<file path="src/rtl/rv32_fetch_pkg.sv">
// Shared types and constants for the rv32 instruction-fetch sequencer.
package rv32_fetch_pkg;

  typedef enum logic [1:0] {
    IDLE = 2'd0,
    REQ  = 2'd1,
    HOLD = 2'd2,
    ERR  = 2'd3
  } fetch_state_t;

  localparam logic [31:0] INST_NOP = 32'h0000_0013;
  localparam logic [31:0] PC_STEP  = 32'd4;

endpackage

</file>
<file path="src/rtl/fetch_wait_ctr.sv">
// Saturating wait counter for outstanding fetch requests; expire flags the
// increment that reaches LIMIT (never asserted when LIMIT is 0).
module fetch_wait_ctr #(
  parameter  int LIMIT = 15,
  localparam int W     = (LIMIT > 0) ? $clog2(LIMIT + 1) : 1
) (
  input  logic         clk,
  input  logic         n_rst,
  input  logic         clr,
  input  logic         inc,
  output logic [W-1:0] cnt,
  output logic         expire
);

  localparam logic [W-1:0] SAT = (LIMIT > 0) ? W'(LIMIT) : '0;

  always_ff @(posedge clk or negedge n_rst) begin
    if (!n_rst) begin
      cnt <= '0;
    end else if (clr) begin
      cnt <= '0;
    end else if (inc && (cnt != SAT)) begin
      cnt <= cnt + W'(1);
    end
  end

  if (LIMIT > 0) begin : g_timeout
    assign expire = inc && !clr && (cnt == W'(LIMIT - 1));
  end else begin : g_no_timeout
    assign expire = 1'b0;
  end

endmodule

</file>
<file path="src/rtl/fetch_ctrl.sv">
// Instruction-fetch sequencer: PC, memory handshake, instruction register and
// redirect handling. Define FETCH_MISALIGN_TRAP_EN to trap misaligned redirects.
module fetch_ctrl
  import rv32_fetch_pkg::*;
#(
  parameter logic [31:0] RESET_PC = 32'h0000_0000,
  parameter int          TIMEOUT  = 15
) (
  input  logic        clk,
  input  logic        n_rst,
  input  logic        en,
  input  logic        redirect_valid,
  input  logic [31:0] redirect_target,
  output logic        mem_req,
  output logic [31:0] mem_addr,
  input  logic        mem_ack,
  input  logic [31:0] mem_rdata,
  output logic [31:0] inst_out,
  output logic [31:0] inst_pc,
  output logic        inst_valid,
  input  logic        inst_ready,
  output logic        fetch_err,
  output logic        misalign_err
);

  localparam int CW = (TIMEOUT > 0) ? $clog2(TIMEOUT + 1) : 1;

  fetch_state_t  state, state_nxt;
  logic [31:0]   pc;
  logic [31:0]   target_eff;
  logic          redir_bad;
  logic          ack_take;
  logic          wait_clr, wait_inc, wait_expire;
  logic [CW-1:0] wait_cnt;

`ifdef FETCH_MISALIGN_TRAP_EN
  logic misalign_q;

  assign target_eff   = redirect_target;
  assign redir_bad    = |redirect_target[1:0];
  assign misalign_err = misalign_q;

  always_ff @(posedge clk or negedge n_rst) begin
    if (!n_rst) begin
      misalign_q <= 1'b0;
    end else if (redirect_valid) begin
      misalign_q <= redir_bad;
    end
  end
`else
  assign target_eff   = redirect_target & ~32'h0000_0003;
  assign redir_bad    = 1'b0;
  assign misalign_err = 1'b0;
`endif

  assign mem_addr = pc;
  assign ack_take = (state == REQ) && mem_ack && !redirect_valid;
  // Counting restarts on every entry to REQ and on any redirect.
  assign wait_clr = (state != REQ) || redirect_valid;
  assign wait_inc = (state == REQ) && !mem_ack && !redirect_valid;

  fetch_wait_ctr #(.LIMIT(TIMEOUT)) u_wait_ctr (
    .clk    (clk),
    .n_rst  (n_rst),
    .clr    (wait_clr),
    .inc    (wait_inc),
    .cnt    (wait_cnt),
    .expire (wait_expire)
  );

  always_ff @(posedge clk or negedge n_rst) begin
    if (!n_rst) begin
      state <= IDLE;
    end else begin
      state <= state_nxt;
    end
  end

  // Redirect always lands in IDLE for one cycle so mem_req drops and the
  // outstanding memory request is cancelled before fetching the target.
  always_comb begin
    state_nxt = state;
    case (state)
      IDLE: if (en) state_nxt = REQ;
      REQ: begin
        if (mem_ack)          state_nxt = HOLD;
        else if (wait_expire) state_nxt = ERR;
      end
      HOLD: if (inst_ready) state_nxt = en ? REQ : IDLE;
      ERR:  state_nxt = ERR;
      default: state_nxt = IDLE;
    endcase
    if (redirect_valid) state_nxt = redir_bad ? ERR : IDLE;
  end

  always_ff @(posedge clk or negedge n_rst) begin
    if (!n_rst) begin
      pc         <= RESET_PC;
      inst_out   <= INST_NOP;
      inst_pc    <= 32'h0;
      inst_valid <= 1'b0;
      mem_req    <= 1'b0;
      fetch_err  <= 1'b0;
    end else begin
      mem_req    <= (state_nxt == REQ);
      inst_valid <= (state_nxt == HOLD);
      if (redirect_valid) begin
        pc        <= target_eff;
        fetch_err <= 1'b0;
      end else begin
        if (ack_take) begin
          inst_out <= mem_rdata;
          inst_pc  <= pc;
          pc       <= pc + PC_STEP;
        end
        if (wait_expire) fetch_err <= 1'b1;
      end
    end
  end

endmodule

</file>
<file path="config.mk">
export PLATFORM = sky130hd
export DESIGN_NAME = fetch_ctrl
export DESIGN_NICKNAME = d
export VERILOG_FILES = /design/src/rtl/rv32_fetch_pkg.sv /design/src/rtl/fetch_wait_ctr.sv /design/src/rtl/fetch_ctrl.sv
export SDC_FILE = /design/constraint.sdc
export NUM_CORES = 1
export LEC_CHECK = 0
export CAP_MARGIN = 10
export CORE_MARGIN = 3
export CORE_UTILIZATION = 40
export DETAILED_ROUTE_END_ITERATION = 7
export PLACE_DENSITY = 0.76
export SYNTH_ARGS = -nofsm -noshare
export SYNTH_HDL_FRONTEND = slang
export SYNTH_SLANG_ARGS = --single-unit
</file>
<file path="constraint.sdc">
create_clock -name clk -period 3.65 [get_ports clk]
set_input_delay 0.73 -clock clk [delete_from_list [all_inputs] [get_ports clk]]
set_output_delay 0.73 -clock clk [all_outputs]
set_load 0.03 [all_outputs]
</file>
=== After elaboration in Yosys (flattened, before gate mapping) ===
Index checks and enable logic that the tools add are counted.
Widths: inputs -> output; s select.

* Register bits after elaboration: 105
* Latch bits: 0
* Bits in writable memories: 0
* ROM bits: 0
* Bits of input ports: 70
* Output and inout port bits: 100
* Logic and storage cells: 48
* Memories: 0

* Add/sub/neg operators: 2
* Multiply operators: 0
* Divide/modulo/power cells: 0
* Order comparisons: 0
* Equality and inequality tests: 8
* Shift operators: 0
* Multiplexer cells: 13
* Bitwise operators: 1
* Reduce and logical (&&, ||, !) cells: 16

{| class="wikitable"
|+ Operators by type and width
! kind !! count
|-
| $mux 32 || 2
|-
| $add 32x3->32 const B || 1
|-
| $mux 2 || 5
|-
| $mux 4 || 2
|-
| $pmux 2 s4 || 1
|-
| $logic_and 1x1->1 || 7
|-
| $eq 2x2->1 const B || 3
|-
| $reduce_bool 2->1 || 3
|-
| $add 4x1->4 const B || 1
|-
| $eq 2x1->1 const B || 2
|-
| $eq 4x4->1 const B || 1
|-
| $ne 4x4->1 const B || 1
|-
| $logic_not 1->1 || 3
|-
| $mux 1 || 3
|-
| $logic_not 2->1 || 1
|-
| $ne 2x1->1 const B || 1
|-
| $reduce_and 2->1 || 1
|-
| $logic_or 1x1->1 || 1
|-
| $not 1->1 || 1
|}

=== Longest topological paths before layout ===
Gate-level depths: netlist of the first run.

* Depth after elaboration: 10
* Mapped depth: 7
* Gate-level depth less buffers: 5

=== Cells and area by module ===
A second synthesis of the first run with hierarchy kept.

* Cells, all modules: 378
* Area total of the unflattened synthesis: 4528.1 um^2

{| class="wikitable"
|+ Modules (own cells, without submodules)
! module !! times used !! cells each !! area each (um^2) !! seq. area each (um^2)
|-
| fetch_ctrl || 1 || 354 || 4274.1 || 2431.1
|-
| fetch_wait_ctr || 1 || 24 || 254.0 || 100.1
|}

=== Least setup slack after synthesis of the first run ===
Ideal clock, no wire load.

* Kind: flip-flop to flip-flop
* Start point: register pc[14] (netlist: mem_addr[14])
* End point: register pc[22] (netlist: mem_addr[22])
* Data arrival time: 2.043 ns
* Data required time: 3.568 ns
* Slack: 1.525 ns
* Stages on the path, launching flop included: 6
* Path buffers: 1
* Cell sequence: dfrtp_1 nand3_1 or4_1 buf_2 or4_1 a31oi_1

* Word-level cells in the longest chain between the ends: 3

{| class="wikitable"
|+ RTL lines
! what !! line !! text
|-
| start, declared || fetch_ctrl.sv:29 || <nowiki>logic [31:0] pc;</nowiki>
|-
| start signal, assigned || fetch_ctrl.sv:108 || <nowiki>pc <= target_eff;</nowiki>
|-
| start signal, assigned || fetch_ctrl.sv:114 || <nowiki>pc <= pc + PC_STEP;</nowiki>
|-
| $add 32x3->32 || fetch_ctrl.sv:114 ||
|-
| $mux 32 || fetch_ctrl.sv:111 || <nowiki>if (ack_take) begin</nowiki>
|-
| $mux 32 || fetch_ctrl.sv:107 || <nowiki>if (redirect_valid) begin</nowiki>
|}

Every way passes these cells. The select of a mux whose other input is x is not followed.
A chain may end at the register's enable or synchronous reset.

=== Worst setup path after layout of the first run ===
* Start point: input mem_ack
* End point: register pc[21] (netlist: mem_addr[21])

* Word-level cells in the longest chain between the ends: 3

{| class="wikitable"
|+ RTL lines
! what !! line !! text
|-
| start, declared || fetch_ctrl.sv:16 || <nowiki>input logic mem_ack,</nowiki>
|-
| $logic_and 1x1->1 (2 in a row) || fetch_ctrl.sv:57 || <nowiki>assign ack_take = (state == REQ) && mem_ack && !redirect_valid;</nowiki>
|-
| $reduce_bool 2->1 (no source line) || -- ||
|}

Every way passes these cells.

==> summary.md, run 1 <==
| Metric | Value |
|---|---|
| Status | `completed` |
| Die H | `around 110 um` |
| Layout net count | `between 600 and 700` |
| Vias per inst | `between 5 and 6` |
| Crit share post-route | `a little under three quarters` |
| Most frequent cells in the layout | `161 x clkdlybuf4s50_1, 98 x dfrtp_1, 62 x mux2_2` |
| Drt pass-1 iters | `4` |
| TritonCTS clock tree | `done` |
| Clk slew on worst S/H paths | `roughly 0.070 ns` |
| Hold buffers post-CTS | `0` |
| Wirelength per Cell | `17.19 um` |
| GP Congestion | `0.8072` |
| Syn_area_per_cell | `about 12 um^2` |
| Row count | `38` |
| Unique masters post-synth | `45` |
| Overall Global Routing Usage | `18.69%` |
| Clock Tree Root | `clkbuf_16` |
| ANT cells | `0` |
| Layout cells sized above 1 | `around 17%` |
| Max stage delay on crit path | `roughly 0.67 ns` |
| Layout area overhead | `44.51%` |
| Vias in the first global route | `3699` |
| Post-Synth XOR/XNOR Area | `about 2.5%` |
| Master of the slowest instance on the critical path | `or4_1` |
| Setup TNS after final layout | `0 ns` |
| P per Cell Area | `612.1 nW/um^2` |
| Crit path max fanout | `6` |
| CP Cell Sequence | `clkdlybuf4s50_1 -> nand3b_1 -> or4_1 -> or4_1 -> a31oi_1` |
| PostCTS Resize Cnt | `0` |
| Final core utilization | `around 60%` |
| Initial antenna violation count | `0` |
| Max transition margin | `62.90%` |
| Htree depth | `3` |
| First-pass GRT wire length | `19.09 mm` |
| Ports | `170` |
| Fmax | `0.3852 GHz` |
| Mapped Cells | `385` |
| Fin Clk Skew | `0.009714 ns` |
| WL final | `11.85 mm` |
| Fin crit period | `roughly 2.6 ns` |
| Crit path launch type | `primary input` |
| Finish-stage setup viols | `0` |
| Synthesized area | `4579 um^2` |
| DR vias | `3662` |
| Least-Margin Pin Slew | `0.5553 ns` |
| Synth Area in Simple Gates | `14.32%` |
| Post-route ant nets | `0` |
| Die W | `around 110 um` |
| WHS | `roughly 0.38 ns` |
| CTS sink cnt | `101` |
| Post-synth EDFFs | `0` |
| Commonest non-fill, non-tap cell in the layout | `clkdlybuf4s50_1` |
| Synth Area in Adders | `0.8197%` |
| Final Max Tran Viols | `0` |
| YS warnings | `0` |
| Clock buffer depth | `2` |
| Main synth FF type | `dfrtp_1` |
| Peak VDD IR | `between 0.3 and 0.4 mV` |
| P_leak | `2.609 nW` |
| Most common cell on crit path | `or4_1` |
| Sequential share of the synthesized area | `~55%` |
| Hold Vio Cnt, Final | `0` |
| Pin count of the biggest net entering global routing | `91` |
| Die ar. | `roughly 13000 um^2` |
| Core area | `around 11000 um^2` |
| Delay-heaviest family, CP | `simple AND/OR/NAND/NOR gates` |
| CP bufs+invs | `1` |
| Hold crit path type | `primary input to async pin` |
| CP Data Arrival Time | `2.86 ns` |
| Post-synthesis mux area share | `15.46%` |
| Iteration-0 DRC Markers | `200` |
| DRC viols | `0` |
| Starting density of the core | `41.52%` |
| Clk_lat worst skew | `between 0.3 and 0.4 ns` |
| Total global routing overflow | `0` |
| FFs w/ async S/R, synth | `100.0%` |
| RSZ-0062 raised after global routing | `false` |
| Post-DP HPWL | `8.522 mm` |
| CP Data Required Time | `3.91 ns` |
| CP Class | `primary input to register` |
| Max-cap violations | `0` |
| Total CTS buffers | `9` |
| Power, Total | `0.004050 W` |
| Compound-Gate Fraction of Synth Area | `7.623%` |
| Largest family of logic cells by synthesized area | `multiplexers` |
| Synth Register Bits | `101` |
| CP endpoint kind | `register` |
| # Post-CTS Setup Buffers | `0` |
| IO Port Bufs | `between 150 and 200` |
## worst reg2reg max path: stages, from the launching register on
cell and delay [ns]:
dfrtp_1 0.52, nand3_4 0.17, or4_1 0.79, or4_1 0.56, a31oi_1 0.19
## synth_stat cells, drive strengths merged, types with 2 or more instances
| master | number | area share (%) |
|---|---|---|
| a21oi | 3 | 0.33 |
| a31oi | 19 | 2.6 |
| and3 | 7 | 1.1 |
| and4 | 2 | 0.38 |
| buf | 11 | 1.9 |
| clkbuf | 11 | 0.90 |
| dfrtp | 98 | 54 |
| dfstp | 3 | 1.7 |
| dlygate4sd3 | 2 | 0.44 |
| ha | 3 | 0.82 |
| inv | 7 | 0.57 |
| mux2 | 62 | 15 |
| nand2 | 23 | 1.9 |
| nand3 | 16 | 2.0 |
| nand4 | 6 | 0.82 |
| nor2 | 23 | 1.9 |
| nor2b | 2 | 0.27 |
| nor3 | 4 | 0.44 |
| nor4 | 3 | 0.41 |
| o21ai | 15 | 1.6 |
| o31ai | 14 | 2.3 |
| or3 | 4 | 0.55 |
| or4 | 18 | 3.0 |
| or4b | 2 | 0.44 |
| xnor2 | 8 | 1.5 |
| xor2 | 5 | 0.96 |
## path summary, 6_finish.rpt
kind	from	to	slack, ns	depth (start not counted)
worst min register to register	inst_pc[10]$_DFFE_PN0P_	inst_pc[10]$_DFFE_PN0P_	0.51	1
min in group clk	inst_pc[10]$_DFFE_PN0P_	inst_pc[10]$_DFFE_PN0P_	0.51	1
max in group asynchronous	n_rst	inst_pc[14]$_DFFE_PN0P_	2.40	3
worst max register to register	mem_addr[4]$_DFFE_PN0N_	mem_addr[21]$_DFFE_PN0N_	1.33	4
worst max-delay path	mem_ack	mem_addr[21]$_DFFE_PN0N_	1.05	5
worst min-delay path	n_rst	inst_pc[26]$_DFFE_PN0P_	0.38	1
## area by class of cell
| class | instances | area, um^2 |
|---|---|---|
| repair buffers | 168 | 1684 |
| clock inverters | 5 | 63.81 |
| multi-input cells | 256 | 1891 |
| fillers | 925 | 4413 |
| well taps | 140 | 175.2 |
| clock buffers | 11 | 242.7 |
| inverters | 8 | 30.03 |
| flip-flops and latches | 101 | 2531 |
## through the flow
stage / setup slack, ns / cells / area (um^2)
2_1_floorplan: 1.525 / 389 / 4594
3_3_place_gp: 0.7876 / 672 / 6284
3_5_place_dp: 0.6994 / 672 / 6284
4_1_cts: 1.062 / 688 / 6590
5_1_grt: 0.9829 / 689 / 6618
6_report: 1.054 / 689 / 6618
## report_power, final
part | switching (W) | internal, W
logic | 0.000811 | 0.000702
registers | 0.000175 | 0.00138
clock network | 0.000420 | 0.000558
## registers in the layout, indices dropped and copies added, names as in the netlist
register,count
inst_valid,1
inst_pc,30
mem_addr,30
mem_req,1
inst_out,32
fetch_err,1
state,2
u_wait_ctr.cnt,4
## logic make-up (layout without fill, tap and decap cells)
| group | count (synthesis) | in the layout |
|---|---|---|
| compound gates | 55 | 55 |
| fa+ha+maj | 3 | 3 |
| mux | 63 | 63 |
| other cells | 1 | 5 |
| xor+xnor | 13 | 13 |
| buf+inv | 32 | 192 |
| flops | 101 | 101 |
| simple gates | 117 | 117 |
## metal layers
metal,track usage (%),wire length (um)
met1,23.42,4810
met2,31.28,5837
met3,6.417,1084
met4,4.487,114
met5,0,0
Note: power is estimated with default switching activity, not from simulation.
==> run 2: changes to the inputs <==
Clock period 3.65 ns to 2.5 ns, I/O delays scaled along.
==> run 2 against run 1 <==
  * Routed wire length rose by 0.90%
  * Register-to-register slack worse by 1.1 ns
  * Critical path depth down 1
  * First-iteration DRC count decreased by 26%
  * Final cell count up 2.3%
  * Global-route usage rose by 0.33 points
  * Total power is 45% higher
  * Clock skew fell by 0.0032 ns
  * Design area rose by 1.6%
  * Largest power group unchanged
  * Setup slack got worse by 0.80 ns
  * Worst hold slack worse by 0.16 ns
==> summary.md, run 2 (synthesis results as in run 1) <==
| Metric | Value |
|---|---|
| Wirelength per Cell | `about 17 um` |
| Peak VDD IR | `about 0.63 mV` |
| Starting density of the core | `41.52%` |
| Layout area overhead | `46.86%` |
| CP Cell Sequence | `nand3_4 -> or4_1 -> or4_1 -> a31oi_1` |
| Drt pass-1 iters | `4` |
| Vias per inst | `5.284` |
| Layout cells sized above 1 | `19.12%` |
| Hold buffers post-CTS | `0` |
| Setup TNS after final layout | `0 ns` |
| CP Data Arrival Time | `2.50 ns` |
| Die ar. | `12770 um^2` |
| Post-route ant nets | `0` |
| Die H | `113.0 um` |
| ANT cells | `0` |
| PostCTS Resize Cnt | `0` |
| Final Cell Area | `6725 um^2` |
| Htree depth | `3` |
| Clock buffer depth | `2` |
| Hold Vio Cnt, Final | `0` |
| Initial antenna violation count | `0` |
| Most common cell on crit path | `or4_1` |
| CP Data Required Time | `2.75 ns` |
| CP Class | `register to register` |
| DRC viols | `0` |
| First-pass GRT wire length | `19.43 mm` |
| DP Area | `about 6400 um^2` |
| Iteration-0 DRC Markers | `148` |
| Core area | `11030 um^2` |
| DR vias | `3725` |
| # Post-CTS Setup Buffers | `0` |
| Worst setup startpoint | `mem_addr[6]$_DFFE_PN0N_` |
| Most flop-heavy register | `inst_out` |
| Fin Clk Skew | `0.006476 ns` |
| Clk slew on worst S/H paths | `0.07 ns` |
| Finish-stage setup viols | `0` |
| CTS sink cnt | `slightly above 100` |
| WL final | `between 10 and 15 mm` |
| Max transition margin | `63.87%` |
| WHS | `about 0.21 ns` |
| Die W | `113.0 um` |
| Overall Global Routing Usage | `a little under a fifth` |
| Delay-heaviest family, CP | `simple AND/OR/NAND/NOR gates` |
| Master of the slowest instance on the critical path | `or4_1` |
| Max-cap violations | `0` |
| P per Cell Area | `875.2 nW/um^2` |
| Vias in the first global route | `about 3800` |
| RSZ-0062 raised after global routing | `false` |
| Pin count of the biggest net entering global routing | `102` |
| Crit path launch type | `register` |
| IO Port Bufs | `162` |
| Crit share post-route | `roughly nine tenths` |
| Ports | `170` |
| Hold crit path type | `primary input to async pin` |
| Most frequent cells in the layout | `161 x clkdlybuf4s50_1, 98 x dfrtp_1, 62 x mux2_2` |
| Crit path max fanout | `18` |
| CP endpoint kind | `register` |
| Worst r2r src | `mem_addr[6]$_DFFE_PN0N_` |
| Total CTS buffers | `9` |
| TritonCTS clock tree | `done` |
| Post-DP HPWL | `just under 9 mm` |
| Clk_lat worst skew | `0.34 ns` |
| Total global routing overflow | `0` |
| Layout net count | `633` |
| Fmax | `0.4445 GHz` |
| GP Congestion | `0.8157` |
| Row count | `38` |
| Status | `completed` |
| P_leak | `2.680 nW` |
| Clock Tree Root | `clkbuf_16` |
| Final Max Tran Viols | `0` |
| CP bufs+invs | `0` |
| Max reg flops | `32` |
| Commonest non-fill, non-tap cell in the layout | `clkdlybuf4s50_1` |
| Fin crit period | `2.250 ns` |
| Max stage delay on crit path | `0.79 ns` |
| Least-Margin Pin Slew | `0.5420 ns` |
run 2: changes by cell type in the layout (fill, tap and decap cells not counted):
| cell | previous run | this run |
|---|---|---|
| inv_6 | 3 | 0 |
| clkinv_2 | 0 | 1 |
| clkbuf_1 | 1 | 4 |
| clkinvlp_4 | 1 | 0 |
| buf_12 | 0 | 2 |
| buf_16 | 1 | 0 |
| buf_4 | 6 | 21 |
run 2: area by class of cell:
cell class	instances	area, um^2
clock buffers	14	254.0
fillers	892	4305
well taps	140	175.2
flip-flops and latches	101	2531
repair buffers	184	1809
clock inverters	2	35.03
multi-input cells	256	1891
inverters	8	30.03
run 2: per-layer routing:
metal	up-vias	part of all wire, %	track usage [%]	routed length, um
met1	1825	42	23.58	4979
met5	-	0	0	0
li1	1755	-	-	-
met4	0	0.84	4.487	100
met3	8	8.5	6.898	1017
met2	137	49	31.87	5855
run 2: worst reg2reg max path: stages (launching register included):
cell,delay (ns)
dfrtp_1,0.46
nand3_4,0.14
or4_1,0.80
or4_1,0.56
a31oi_1,0.21
run 2: per-stage QoR:
stage / total power, W / utilization, % / std cells / setup WS (ns)
floorplan: 0.003480 / - / 389 / 0.3754
global placement: 0.004500 / 58.35 / 689 / 0.04775
detailed placement: 0.004563 / 58.35 / 689 / -0.02365
CTS: 0.005967 / 60.97 / 705 / 0.2371
global route: 0.006166 / 60.97 / 705 / 0.1253
finish: 0.005886 / 60.97 / 705 / 0.2502
run 2: power breakdown:
group          internal [W]  total, W  switching (W)
logic               0.00105   0.00225        0.00120
clock network      0.000804   0.00137       0.000571
registers           0.00202   0.00226       0.000240
total               0.00387   0.00589        0.00201
run 2: path summary, 6_finish.rpt:
check | to | slack, ns | depth (start not counted)
worst min-delay path | inst_pc[22]$_DFFE_PN0P_ | 0.21 | 2
max in group asynchronous | inst_out[30]$_DFFE_PN0P_ | 1.87 | 2
worst max-delay path | mem_addr[21]$_DFFE_PN0N_ | 0.25 | 4
worst max register to register | mem_addr[21]$_DFFE_PN0N_ | 0.25 | 4
min in group clk | inst_out[31]$_DFFE_PN0P_ | 0.50 | 1
worst min register to register | inst_out[31]$_DFFE_PN0P_ | 0.50 | 1
